<file path="src/rtl/risc_toy_pkg.sv">
// risc_toy_pkg -- shared definitions for the risc_toy memory arbiter slice.
//   AW / DW            : memory word-address and data widths
//   DRW_WRITE/DRW_READ : encoding of the DRW / MRW direction bit
//   arb_state_t        : arbiter FSM state encoding
//   TMR_W              : width of the busy-cycle timeout counter
package risc_toy_pkg;

   localparam int unsigned AW    = 30;
   localparam int unsigned DW    = 32;
   localparam int unsigned TMR_W = 8;

   localparam logic DRW_WRITE = 1'b1;
   localparam logic DRW_READ  = 1'b0;

   typedef enum logic [1:0] {
      IDLE  = 2'd0,
      IBUSY = 2'd1,
      DBUSY = 2'd2,
      RESP  = 2'd3
   } arb_state_t;

endpackage

</file>
<file path="src/rtl/risc_toy_arb_timer.sv">
// risc_toy_arb_timer -- counts consecutive busy cycles of the arbiter and
// flags the cycle in which the TIMEOUT-th busy cycle is reached.
// Only built when ARB_TIMEOUT_EN is defined (the arbiter is its sole user).
//   CLK     : clock, rising edge
//   RST     : asynchronous active-high reset, clears the count
//   busy    : arbiter is waiting on the memory this cycle
//   expired : this is the TIMEOUT-th consecutive busy cycle
`ifdef ARB_TIMEOUT_EN
module risc_toy_arb_timer
   import risc_toy_pkg::*;
#(
   parameter int unsigned TIMEOUT = 15
) (
   input  logic CLK,
   input  logic RST,
   input  logic busy,
   output logic expired
);

   logic [TMR_W-1:0] cnt;

   // Count restarts from zero whenever the arbiter leaves the busy state.
   always_ff @(posedge CLK or posedge RST) begin
      if (RST)       cnt <= '0;
      else if (busy) cnt <= cnt + {{(TMR_W-1){1'b0}}, 1'b1};
      else           cnt <= '0;
   end

   assign expired = busy && (cnt == TMR_W'(TIMEOUT - 1));

endmodule
`endif

</file>
<file path="src/rtl/risc_toy_mem_arb.sv">
// risc_toy_mem_arb -- arbitrates an instruction-fetch port and a data port
// onto one shared, fully registered memory port.
//   CLK, RST            : clock (rising edge), async active-high reset
//   IREQ/IADDR          : instruction request (level-held), word address
//   IVALID/INSTR        : one-cycle completion pulse, registered instruction
//   DREQ/DRW/DADDR/DWDATA : data request (level-held), direction, addr, store data
//   DVALID/DRDATA       : one-cycle completion pulse, registered load data
//   MREQ/MRW/MADDR/MWDATA : shared memory request port (registered)
//   MRDATA/MRDY         : memory read data and completion strobe
//   ERR                 : one-cycle timeout pulse alongside the aborted VALID
// Optional feature macro: ARB_TIMEOUT_EN (busy-cycle timeout with abort).
// Data wins ties unless it has taken MAX_DGRANT grants in a row while an
// instruction fetch was waiting.
module risc_toy_mem_arb
   import risc_toy_pkg::*;
#(
   parameter int unsigned MAX_DGRANT = 4,
   parameter int unsigned TIMEOUT    = 15
) (
   input  logic          CLK,
   input  logic          RST,
   input  logic          IREQ,
   input  logic [AW-1:0] IADDR,
   output logic          IVALID,
   output logic [DW-1:0] INSTR,
   input  logic          DREQ,
   input  logic          DRW,
   input  logic [AW-1:0] DADDR,
   input  logic [DW-1:0] DWDATA,
   output logic          DVALID,
   output logic [DW-1:0] DRDATA,
   output logic          MREQ,
   output logic          MRW,
   output logic [AW-1:0] MADDR,
   output logic [DW-1:0] MWDATA,
   input  logic [DW-1:0] MRDATA,
   input  logic          MRDY,
   output logic          ERR
);

   localparam logic [2:0] DG_MAX = 3'(MAX_DGRANT);

   arb_state_t state, state_nx;
   logic [2:0] dg_cnt;
   logic       starved, grant_d, grant_i, busy, finish, abort, tmo;

   assign busy    = (state == IBUSY) || (state == DBUSY);
   assign starved = IREQ && (dg_cnt == DG_MAX);
   assign finish  = busy && (MRDY || tmo);
   // A real MRDY in the expiry cycle takes precedence over the abort.
   assign abort   = busy && !MRDY && tmo;

`ifdef ARB_TIMEOUT_EN
   logic err_q;

   risc_toy_arb_timer #(.TIMEOUT(TIMEOUT)) u_timer (
      .CLK     (CLK),
      .RST     (RST),
      .busy    (busy),
      .expired (tmo)
   );

   always_ff @(posedge CLK or posedge RST) begin
      if (RST) err_q <= 1'b0;
      else     err_q <= abort;
   end

   assign ERR = err_q;
`else
   // TIMEOUT only has meaning when the timer is built.
   logic unused_timeout;
   assign unused_timeout = ^TIMEOUT;
   assign tmo = 1'b0;
   assign ERR = 1'b0;
`endif

   always_comb begin
      state_nx = state;
      grant_d  = 1'b0;
      grant_i  = 1'b0;
      case (state)
         IDLE: begin
            if (DREQ && !starved) begin
               grant_d  = 1'b1;
               state_nx = DBUSY;
            end else if (IREQ) begin
               grant_i  = 1'b1;
               state_nx = IBUSY;
            end
         end
         IBUSY, DBUSY: if (finish) state_nx = RESP;
         RESP:         state_nx = IDLE;
         default:      state_nx = IDLE;
      endcase
   end

   always_ff @(posedge CLK or posedge RST) begin
      if (RST) begin
         state  <= IDLE;
         dg_cnt <= '0;
         IVALID <= 1'b0;
         DVALID <= 1'b0;
         INSTR  <= '0;
         DRDATA <= '0;
         MREQ   <= 1'b0;
         MRW    <= 1'b0;
         MADDR  <= '0;
         MWDATA <= '0;
      end else begin
         state  <= state_nx;
         IVALID <= 1'b0;
         DVALID <= 1'b0;

         if (grant_d) begin
            MREQ   <= 1'b1;
            MRW    <= DRW;
            MADDR  <= DADDR;
            MWDATA <= DWDATA;
            if (!IREQ)                dg_cnt <= '0;
            else if (dg_cnt != DG_MAX) dg_cnt <= dg_cnt + 3'd1;
         end else if (grant_i) begin
            MREQ   <= 1'b1;
            MRW    <= DRW_READ;
            MADDR  <= IADDR;
            MWDATA <= '0;
            dg_cnt <= '0;
         end

         if (finish) begin
            MREQ <= 1'b0;
            if (state == IBUSY) begin
               IVALID <= 1'b1;
               INSTR  <= abort ? '0 : MRDATA;
            end else begin
               DVALID <= 1'b1;
               DRDATA <= (abort || (MRW == DRW_WRITE)) ? '0 : MRDATA;
            end
         end
      end
   end

endmodule

</file>
<file path="config.mk">
export PLATFORM = sky130hd
export DESIGN_NAME = risc_toy_mem_arb
export DESIGN_NICKNAME = d
export VERILOG_FILES = /design/src/rtl/risc_toy_pkg.sv /design/src/rtl/risc_toy_arb_timer.sv /design/src/rtl/risc_toy_mem_arb.sv
export SDC_FILE = /design/constraint.sdc
export NUM_CORES = 1
export LEC_CHECK = 0
export ABC_AREA = 1
export BUFFER_PORTS_ARGS = -buffer_cell sky130_fd_sc_hd__buf_2
export CAP_MARGIN = 20
export CELL_PAD_IN_SITES_DETAIL_PLACEMENT = 1
export CELL_PAD_IN_SITES_GLOBAL_PLACEMENT = 1
export CORE_UTILIZATION = 36
export DETAILED_ROUTE_END_ITERATION = 10
export PLACE_DENSITY_LB_ADDON = 0.1
export SETUP_SLACK_MARGIN = 0.2
export SYNTH_ARGS = -nofsm -noshare
export SYNTH_HDL_FRONTEND = slang
export SYNTH_SLANG_ARGS = --single-unit
</file>
<file path="constraint.sdc">
create_clock -name CLK -period 7.55 [get_ports CLK]
set_clock_uncertainty 0.15 [all_clocks]
set_input_delay 1.1325 -clock CLK [delete_from_list [all_inputs] [get_ports CLK]]
set_output_delay 1.1325 -clock CLK [all_outputs]
set_load 0.02 [all_outputs]
</file>
==> impl_metrics.tcl <==
set metrics [dict create \
    clk_latency_ns 0.41 \
    routedWlPerCell_microns 15.76 \
    drtAntennaViolNets 0 \
    wirelength_mm 18.85 \
    path_clk_slew_ns 0.06 \
    tightest_slew_ns 0.9005 \
    cp.arrival_ns 3.02 \
    hold_buffers 0 \
    synth_area_leaders "dfrtp_1 56%, nand2_1 19%, nand3_1 11%" \
    vias 5703 \
    pre_cts_slack_ns 4.208 \
    io_buffer_count 259 \
    initial_core_util 0.3733 \
    gr-total-overflow 0 \
    cts_max_level 4 \
    syn_area_sq_um 5994 \
    irDropWorstVdd_v 0.0001973 \
    place_congestion 0.7104 \
    leakagePower_nw 4.783 \
    ys_types 23 \
    cts_tree "done" \
    drt_pass1_iterations 4 \
    synth_top_area_frac 0.5636 \
    syn_avg_cell_area_sq_um 8.257 \
    grt_max_degree 71 \
    fin_crit_sh 0.3801 \
    drc 0 \
    drt_iter0_drc 292 \
    end_kind "flip-flop" \
    ctsResizeCount 0 \
    finalSetupTns_ns 0 \
    worst-path-max-fanout 34 \
    grt_antenna_before_repair 2 \
    power_density_nw_per_um2 459.6 \
    drive_gt1_frac 0.3156 \
    hpwl_mm 12.49 \
    synth_fp_nets 860 \
    path_buf_inv 3 \
    root_buffer "clkbuf_16" \
    rsz0062_at_grt "false" \
    cts_buffers 17 \
    min_period_ns 2.870 \
    critPathMaxStageDelay_ns 0.50 \
    final_nets 1100 \
    syn2layout_area_growth_pct 33.17 \
    rows 46 \
    slew_headroom 0.3996 \
    synth_edf_count 0 \
    die_h_microns 131.0 \
    grt_pass1_vias 5649 \
    clock_path_buffers 2 \
    crit_path_cell_trace "buf_2, nand2_2, inv_2, nand2_2, inv_2, nand2_1, nand2_1" \
    synth_most_common_cell "nand2_1" \
    grt_first_pass_wirelength_mm 29.62 \
    grt_usage 0.2254 \
    slew_viol_final 0 \
    fp.dieArea_sq_um 17170 \
    synth_top_area_cell "dfrtp_1" \
    yosysSeqAreaShare 0.5636 \
    synth-seq-cells 135 \
    cts_setup_buffers 0 \
    core_area_sq_um 16060 \
    setup_viol 0 \
    maxCapViolations 0 \
    hold_violations 0 \
    clock-sinks 135 \
    hold_class "flip-flop to flip-flop" \
    critPathTopFamily "simple AND/OR/NAND/NOR gates" \
    ys.warnings.count 0 \
    synthTopCellsByCount "296 x nand2_1, 135 x dfrtp_1, 127 x nand3_1, 68 x inv_1, 34 x o21ai_0" \
    crit_required_ns 7.70 \
    max_freq_mhz 348.5 \
    syn_inst 726 \
    p_total_mw 3.669 \
    worstSetupStartpointType "input pin" \
    crit_type "input pin to flip-flop" \
    synth_ff_type "dfrtp_1" \
    post-route-worst-setup-slack_ns 4.680 \
    ios 261 \
    crit_slowest_cell "nand2_2" \
    fp.dieW_microns 131.0 \
    synthArstFlopShare 1.000 \
    via_per_inst 4.768 \
    status "finished clean" \
]
[cells in the final DEF (no fill, tap or decap), types with 2 or more instances in the layout]
cell type	n
buf_2	259
buf_4	4
bufinv_16	3
clkbuf_16	17
clkbuf_8	3
clkinv_2	3
clkinv_4	2
clkinvlp_4	2
dfrtp_1	135
ha_1	4
inv_1	67
inv_2	3
inv_6	2
nand2_1	296
nand2_2	2
nand3_1	127
nor2_1	2
nor2_2	2
o21ai_0	34
o22ai_1	2
or2_2	2
[sequential cells by signal, summed over array words and instances (netlist names), 2 cells and up]
register	count
dg_cnt	3
INSTR	32
MWDATA	32
state	2
DRDATA	32
MADDR	30
[stage by stage]
step / cells / util / hold slack (ns) / cell area [sq um]
3_3_place_gp: 1162 / 0.4568 / 0.2995 / 7336
2_1_floorplan: 726 / - / 0.2991 / 5995
3_5_place_dp: 1162 / 0.4568 / 0.3036 / 7336
6_report: 1196 / 0.4971 / 0.3147 / 7983
5_1_grt: 1195 / 0.4970 / 0.3370 / 7980
4_1_cts: 1194 / 0.4952 / 0.3189 / 7953
[worst reg2reg max path, cell delays in order, from the launching register on]
cell and delay (ns):
dfrtp_1 0.37, inv_1 0.05, ha_1 0.36, nand2_2 0.52
inv_2 0.11, nand2_2 0.50, inv_2 0.43, nand2_1 0.18
nand2_1 0.07
[layout make-up]
class | instances | area (sq um)
clock inverter | 11 | 146.4
inverter | 72 | 277.8
sequential | 135 | 3378
timing repair buffer | 264 | 1354
clock buffer | 21 | 470.5
tap | 216 | 270.3
multi-input combinational | 476 | 2083
antenna | 1 | 2.502
fill | 2042 | 8075
[power by group]
part           internal (mW)  switching (mW)
logic                  0.484            1.12
registers               1.05           0.159
clock network          0.547           0.318
total                   2.08            1.59
[layer usage]
| metal | vias up | routed length (microns) | part of all wire | track usage |
|---|---|---|---|---|
| li1 | 2745 | - | - | - |
| met5 | - | 13 | 0.00069 | 0 |
| met2 | 172 | 9023 | 0.48 | 0.3697 |
| met4 | 2 | 247 | 0.013 | 0.07708 |
| met1 | 2763 | 8095 | 0.43 | 0.2787 |
| met3 | 21 | 1472 | 0.078 | 0.07410 |
[kinds of logic (layout without fill, tap and decap cells)]
family	Yosys count	in the layout	share of synthesized area
buffers and inverters	115	368	0.08892
AND/OR/NAND/NOR	435	435	0.3081
adder cells (fa/ha/maj)	4	4	0.008349
flip-flops	135	135	0.5636
other	1	2	0.0006256
AO/OA/AOI/OAI	36	36	0.03047
[final timing paths]
kind	start	end	slack, ns	cells past startpoint
max	MRDY	INSTR[15]	4.68	7
min	MWDATA[11]	MWDATA[11]	0.31	2
max reg2reg	state[0]	INSTR[15]	4.70	8
min reg2reg	MWDATA[11]	MWDATA[11]	0.31	2
max in group asynchronous	RST	MWDATA[12]	5.26	3
min in group asynchronous	RST	MWDATA[29]	0.63	2
No activity file was read; power rests on OpenSTA's default activity.
